`src/rtl/reg_wr_arbiter.sv`:
```
// Two-requester round-robin arbiter feeding a single register-file write port.
// Optional macro REG_WR_RANGE_CHECK_EN drops out-of-range writes and flags addr_err.
module reg_wr_arbiter #(
  parameter int unsigned PW = 3,
  parameter int unsigned DW = 8
) (
  input  logic          clk,
  input  logic          reset,
  input  logic          req0_valid,
  input  logic [PW:0]   req0_addr,
  input  logic [DW-1:0] req0_data,
  output logic          req0_ready,
  input  logic          req1_valid,
  input  logic [PW:0]   req1_addr,
  input  logic [DW-1:0] req1_data,
  output logic          req1_ready,
  input  logic          stall,
  output logic          wr_en,
  output logic [PW:0]   wr_addr,
  output logic [DW-1:0] dat_in,
  output logic          grant_id,
  output logic [7:0]    wr_count,
  output logic          addr_err
);

  localparam int unsigned AW = PW + 1;

  logic          rr;
  logic          acc;
  logic          acc_id;
  logic [AW-1:0] acc_addr;
  logic [DW-1:0] acc_data;
  logic          issue;

  // Combinational handshake; reset and stall both suppress acceptance.
  always_comb begin
    req0_ready = 1'b0;
    req1_ready = 1'b0;
    if (!reset && !stall) begin
      if (req0_valid && req1_valid) begin
        req0_ready = ~rr;
        req1_ready = rr;
      end else begin
        req0_ready = req0_valid;
        req1_ready = req1_valid;
      end
    end
  end

  always_comb begin
    acc      = req0_ready | req1_ready;
    acc_id   = req1_ready;
    acc_addr = req1_ready ? req1_addr : req0_addr;
    acc_data = req1_ready ? req1_data : req0_data;
  end

`ifdef REG_WR_RANGE_CHECK_EN
  logic addr_bad;
  logic err_q;

  assign addr_bad = acc & acc_addr[PW];
  assign issue    = acc & ~addr_bad;
  assign addr_err = err_q;

  // Out-of-range request is consumed but only raises the sticky flag.
  always_ff @(posedge clk) begin
    if (reset) begin
      err_q <= 1'b0;
    end else if (addr_bad) begin
      err_q <= 1'b1;
    end
  end
`else
  assign issue    = acc;
  assign addr_err = 1'b0;
`endif

  always_ff @(posedge clk) begin
    if (reset) begin
      rr       <= 1'b0;
      wr_en    <= 1'b0;
      wr_addr  <= '0;
      dat_in   <= '0;
      grant_id <= 1'b0;
      wr_count <= 8'd0;
    end else begin
      if (acc) begin
        rr <= ~acc_id;
      end
      wr_en <= issue;
      if (issue) begin
        wr_addr  <= acc_addr;
        dat_in   <= acc_data;
        grant_id <= acc_id;
        wr_count <= wr_count + 8'd1;
      end
    end
  end

endmodule

```
`config.mk`:
```
export PLATFORM = sky130hd
export DESIGN_NAME = reg_wr_arbiter
export DESIGN_NICKNAME = d
export VERILOG_FILES = /design/src/rtl/reg_wr_arbiter.sv
export SDC_FILE = /design/constraint.sdc
export NUM_CORES = 1
export LEC_CHECK = 0
export BUFFER_PORTS_ARGS = -buffer_cell sky130_fd_sc_hd__buf_2
export CORE_ASPECT_RATIO = 1.75
export CORE_MARGIN = 2
export CORE_UTILIZATION = 48
export CTS_BUF_LIST = sky130_fd_sc_hd__clkbuf_4 sky130_fd_sc_hd__clkbuf_8 sky130_fd_sc_hd__clkbuf_16
export DETAILED_ROUTE_END_ITERATION = 16
export PLACE_DENSITY = 0.92
export SETUP_SLACK_MARGIN = 0.2
export SLEW_MARGIN = 5
export SYNTH_ARGS = -nofsm -noshare
export SYNTH_HDL_FRONTEND = slang
export SYNTH_SLANG_ARGS = --single-unit
```
`constraint.sdc`:
```
create_clock -name clk -period 2.39 [get_ports clk]
set_input_delay 0.478 -clock clk [delete_from_list [all_inputs] [get_ports clk]]
set_output_delay 0.478 -clock clk [all_outputs]
set_load 0.01 [all_outputs]
```
# Word-level counts from Yosys, hierarchy flattened
# Index checks and enable logic that the tools add are counted.
[word_totals]
ff_bits = 23
inputBits = 29
elab_cells = 20
[classes]
add_sub_neg = 1
muxes = 6
bitwise_logic = 3
n_reduce_logical = 4
[ops]
columns = ["operator", "count"]
rows = [
  ["$add 8x1->8 const B", 1],
  ["$mux 8", 1],
  ["$mux 1", 4],
  ["$mux 4", 1],
  ["$logic_and 1x1->1", 2],
  ["$logic_not 1->1", 2],
  ["$not 1->1", 2],
  ["$or 1x1->1", 1],
]

# Logic depth before layout (Yosys ltp)
[logic_depth]
word_depth = 4
ltp_mapped = 6
ltp_nobuf = 5

# Least setup slack after synthesis
# OpenSTA, ideal clock, no wires.
[synth_timing]
path_type = "in2out"
start = "input port stall"
end = "output port req1_ready"
arrival_ps = 1032
t_required_ps = 1912
setup_slack_ps = 880
stages = 4
path_cell_list = "nor2_1 nand3_2 inv_1 buf_4"
[synth_via]
elab_chain_cells = 3
[synth_lines]
columns = ["element", "line_no", "text"]
rows = [
  ["start: declaration", "17", "input logic stall,"],
  ["$logic_not 1->1", "39", "if (!reset && !stall) begin"],
  ["$logic_and 1x1->1", "39", ""],
  ["$mux 1", "39", ""],
  ["end: declaration", "16", "output logic req1_ready,"],
]
# No other way between the ends.

# Worst setup path in the final report
[layout_timing]
start = "input port reset"
end = "output port req1_ready"
[layout_via]
elab_chain_cells = 3
[layout_lines]
columns = ["element", "line_no", "text"]
rows = [
  ["start: declaration", "8", "input logic reset,"],
  ["$logic_not 1->1", "39", ""],
  ["$logic_and 1x1->1", "39", ""],
  ["$mux 1", "39", ""],
]
# No other way between the ends.

==> impl_results.md <==
- Outcome: finished, final reports clean
- Setup TNS: 0 ns
- Root buffer cell: clkbuf_4
- Post-synth ARST share: 0
- Yosys warns: 0
- Die Y-Extent: 67.3 um
- Vias per cell: 5.23
- Crit path capture type: output pin
- Fin crit period: 1.98 ns
- Layout cells sized above 1: 0.393
- Core Box Area: 2120 um^2
- DRT Wirelength: 2.35 mm
- Primary FF master, synth: dfxtp_1
- Initial DRC Count: 14
- Final setup fails: 0
- PortBufs: 52
- Max Cap Violations: 0
- Vias after detailed routing: 1,030
- Antenna Nets Post-Route: 0
- Deepest clock path buffer count: 2
- Reg-to-reg endpoint: wr_addr[3]$_SDFFE_PP0P_
- CP Max Fanout: 24
- First-pass GRT wire length: 3.78 mm
- CP endpoint: req1_ready
- Worst Path Required: 1.91 ns
- Count leader, synth: nand2_1
- Clock Latency Late Sink: 0.30 ns
- Fmax achieved: 504 MHz
- Layout Nets: 204
- I/O pin count: 54
- Std cell rows: 22
- Post-Syn Area: 1100 um^2
- CTS hold repair buffers: 0
- Worst R2R Start: rr$_SDFFE_PP0P_
- Overall Global Routing Usage: 0.198
- Cts bufs inserted: 3
- Clock Sink Count: 23
- DRT Pass-1 Iters: 4
- Setup CP Type: in -> out
- Die X: 40.1 um
- Post-DP HPWL: 1.87 mm
- Wire per inst: 11.9 um
- # resized after CTS: 0
- Postcts setup bufs: 0
- CTS tree: yes
- Final period util: 0.830
- Total gr overflow: 0
- Hold Crit Class: in -> reg
- Worst-path clk slew: 0.12 ns
- Initial antenna violation count: 0
- Synth top cells by count: nand2_1 (27), dfxtp_1 (23), nor2_1 (20), a311oi_1 (8)
- Metal2 WL: 1.25 mm
- Pwr Density: 523 nW/um^2
- Crit path from: reset
- Post-synthesis sequential area ratio: 0.420
- Met3 wire length: 150 um
- Max IR drop VDD: 0.330 mV
- Routability cong.: 0.680
- Largest net degree at the start of global routing: 28
- Post-synth EDFFs: 0
- Die footprint: 2700 um^2
- RSZ-0062 raised after global routing: no
- Skew final: 0.00814 ns
- Vias in the first global route: 942
- Flops & latches, synth: 23
- Post-Place Cell Area: 1340 um^2
- DR top layer: met4
- P&R area growth vs syn: 25.0%
- Power Total: 0.717 mW
- Yosys top cell area share: 0.420
- Diode count: 0
- Leak Pwr: 0.634 nW
- Final hold vios: 0
- Initial core utilization: 0.518
- Synth area leader: dfxtp_1
- Synthesized area per cell: 8.85 um^2
- Post-Syn Instances: 124
- Synth area leaders: dfxtp_1 (42%), nand2_1 (9.2%), a311oi_2 (6.8%)
- Final Max Tran Viols: 0
- Finished Cell Area: 1370 um^2
- CP Launch Type: input port
- Cell count of the worst reg-to-reg path: 6
- Yosys cell types: 28
- Wire length on met1: 917 um
- FF-to-FF setup slack: 0.85 ns
- Htree depth: 1
- DRC: 0
- Net Count, Synth: 154
- WP data arrival: 1.51 ns
## power breakdown
group | total, mW | internal, mW | switching [mW]
clock network | 0.184 | 0.0764 | 0.107
logic | 0.121 | 0.0535 | 0.0677
registers | 0.413 | 0.402 | 0.0111
total | 0.717 | 0.531 | 0.186
## final cells by class
type,instances,area [um^2]
fillers,195,748
multi-input cells,89,568
flip-flops and latches,23,460
repair buffers,53,268
clock buffers,4,30.0
well taps,24,30.0
inverters,4,15.0
## worst min-delay path by stage
| stage | endpoint | startpoint | cells past startpoint | slack (ns) |
|---|---|---|---|---|
| floorplan | rr$_SDFFE_PP0P_ | rr$_SDFFE_PP0P_ | 1 | 0.46 |
| global route | dat_in[1]$_SDFFE_PP0P_ | req1_data[1] | 3 | 0.42 |
| CTS | dat_in[1]$_SDFFE_PP0P_ | req0_data[1] | 3 | 0.42 |
| detailed placement | wr_count[7]$_SDFFE_PP0P_ | wr_count[7]$_SDFFE_PP0P_ | 1 | 0.46 |
| finish | dat_in[1]$_SDFFE_PP0P_ | req0_data[1] | 3 | 0.42 |
| global placement | wr_count[7]$_SDFFE_PP0P_ | wr_count[7]$_SDFFE_PP0P_ | 1 | 0.44 |
## through the flow
step | hold slack, ns | utilization | worst slack [ns] | cells
floorplan | 0.462 | - | 0.880 | 124
global placement | 0.442 | 0.633 | 0.464 | 193
detailed placement | 0.457 | 0.633 | 0.349 | 193
CTS | 0.417 | 0.647 | 0.405 | 197
global route | 0.422 | 0.647 | 0.302 | 197
finish | 0.420 | 0.647 | 0.407 | 197
## placed cells by master, fill, tap and decap left out, types with 3 or more instances in the layout
| cell | instances |
|---|---|
| nand2b_1 | 3 |
| a311oi_1 | 8 |
| a311oi_2 | 5 |
| clkbuf_4 | 4 |
| nand2_1 | 27 |
| nor4_2 | 3 |
| inv_1 | 4 |
| xnor2_1 | 5 |
| buf_2 | 52 |
| dfxtp_1 | 23 |
| nor2_1 | 20 |
## worst max-delay path, stage by stage
cell and delay, ns:
buf_2 0.24, nor2_1 0.24, nand3_2 0.26, inv_1 0.14, buf_2 0.14
## flip-flops by register name, summed over array words and instances, names as in the netlist
name,count
wr_count,8
wr_addr,4
wr_en,1
dat_in,8
rr,1
grant_id,1
## metal layers
metal / track usage / vias up
met5: 0 / -
met4: 0.0776 / 0
met3: 0.0197 / 4
met2: 0.371 / 43
met1: 0.207 / 462
li1: - / 521
## logic make-up after synthesis
group | after synthesis | share of synthesized area
AO/OA/AOI/OAI | 15 | 0.141
XOR/XNOR | 6 | 0.0479
adder cells (fa/ha/maj) | 1 | 0.0114
buffers and inverters | 12 | 0.0627
flip-flops | 23 | 0.420
multiplexers | 2 | 0.0182
other | 1 | 0.00342
AND/OR/NAND/NOR | 64 | 0.295
Note: power is estimated with default switching activity, not from simulation.
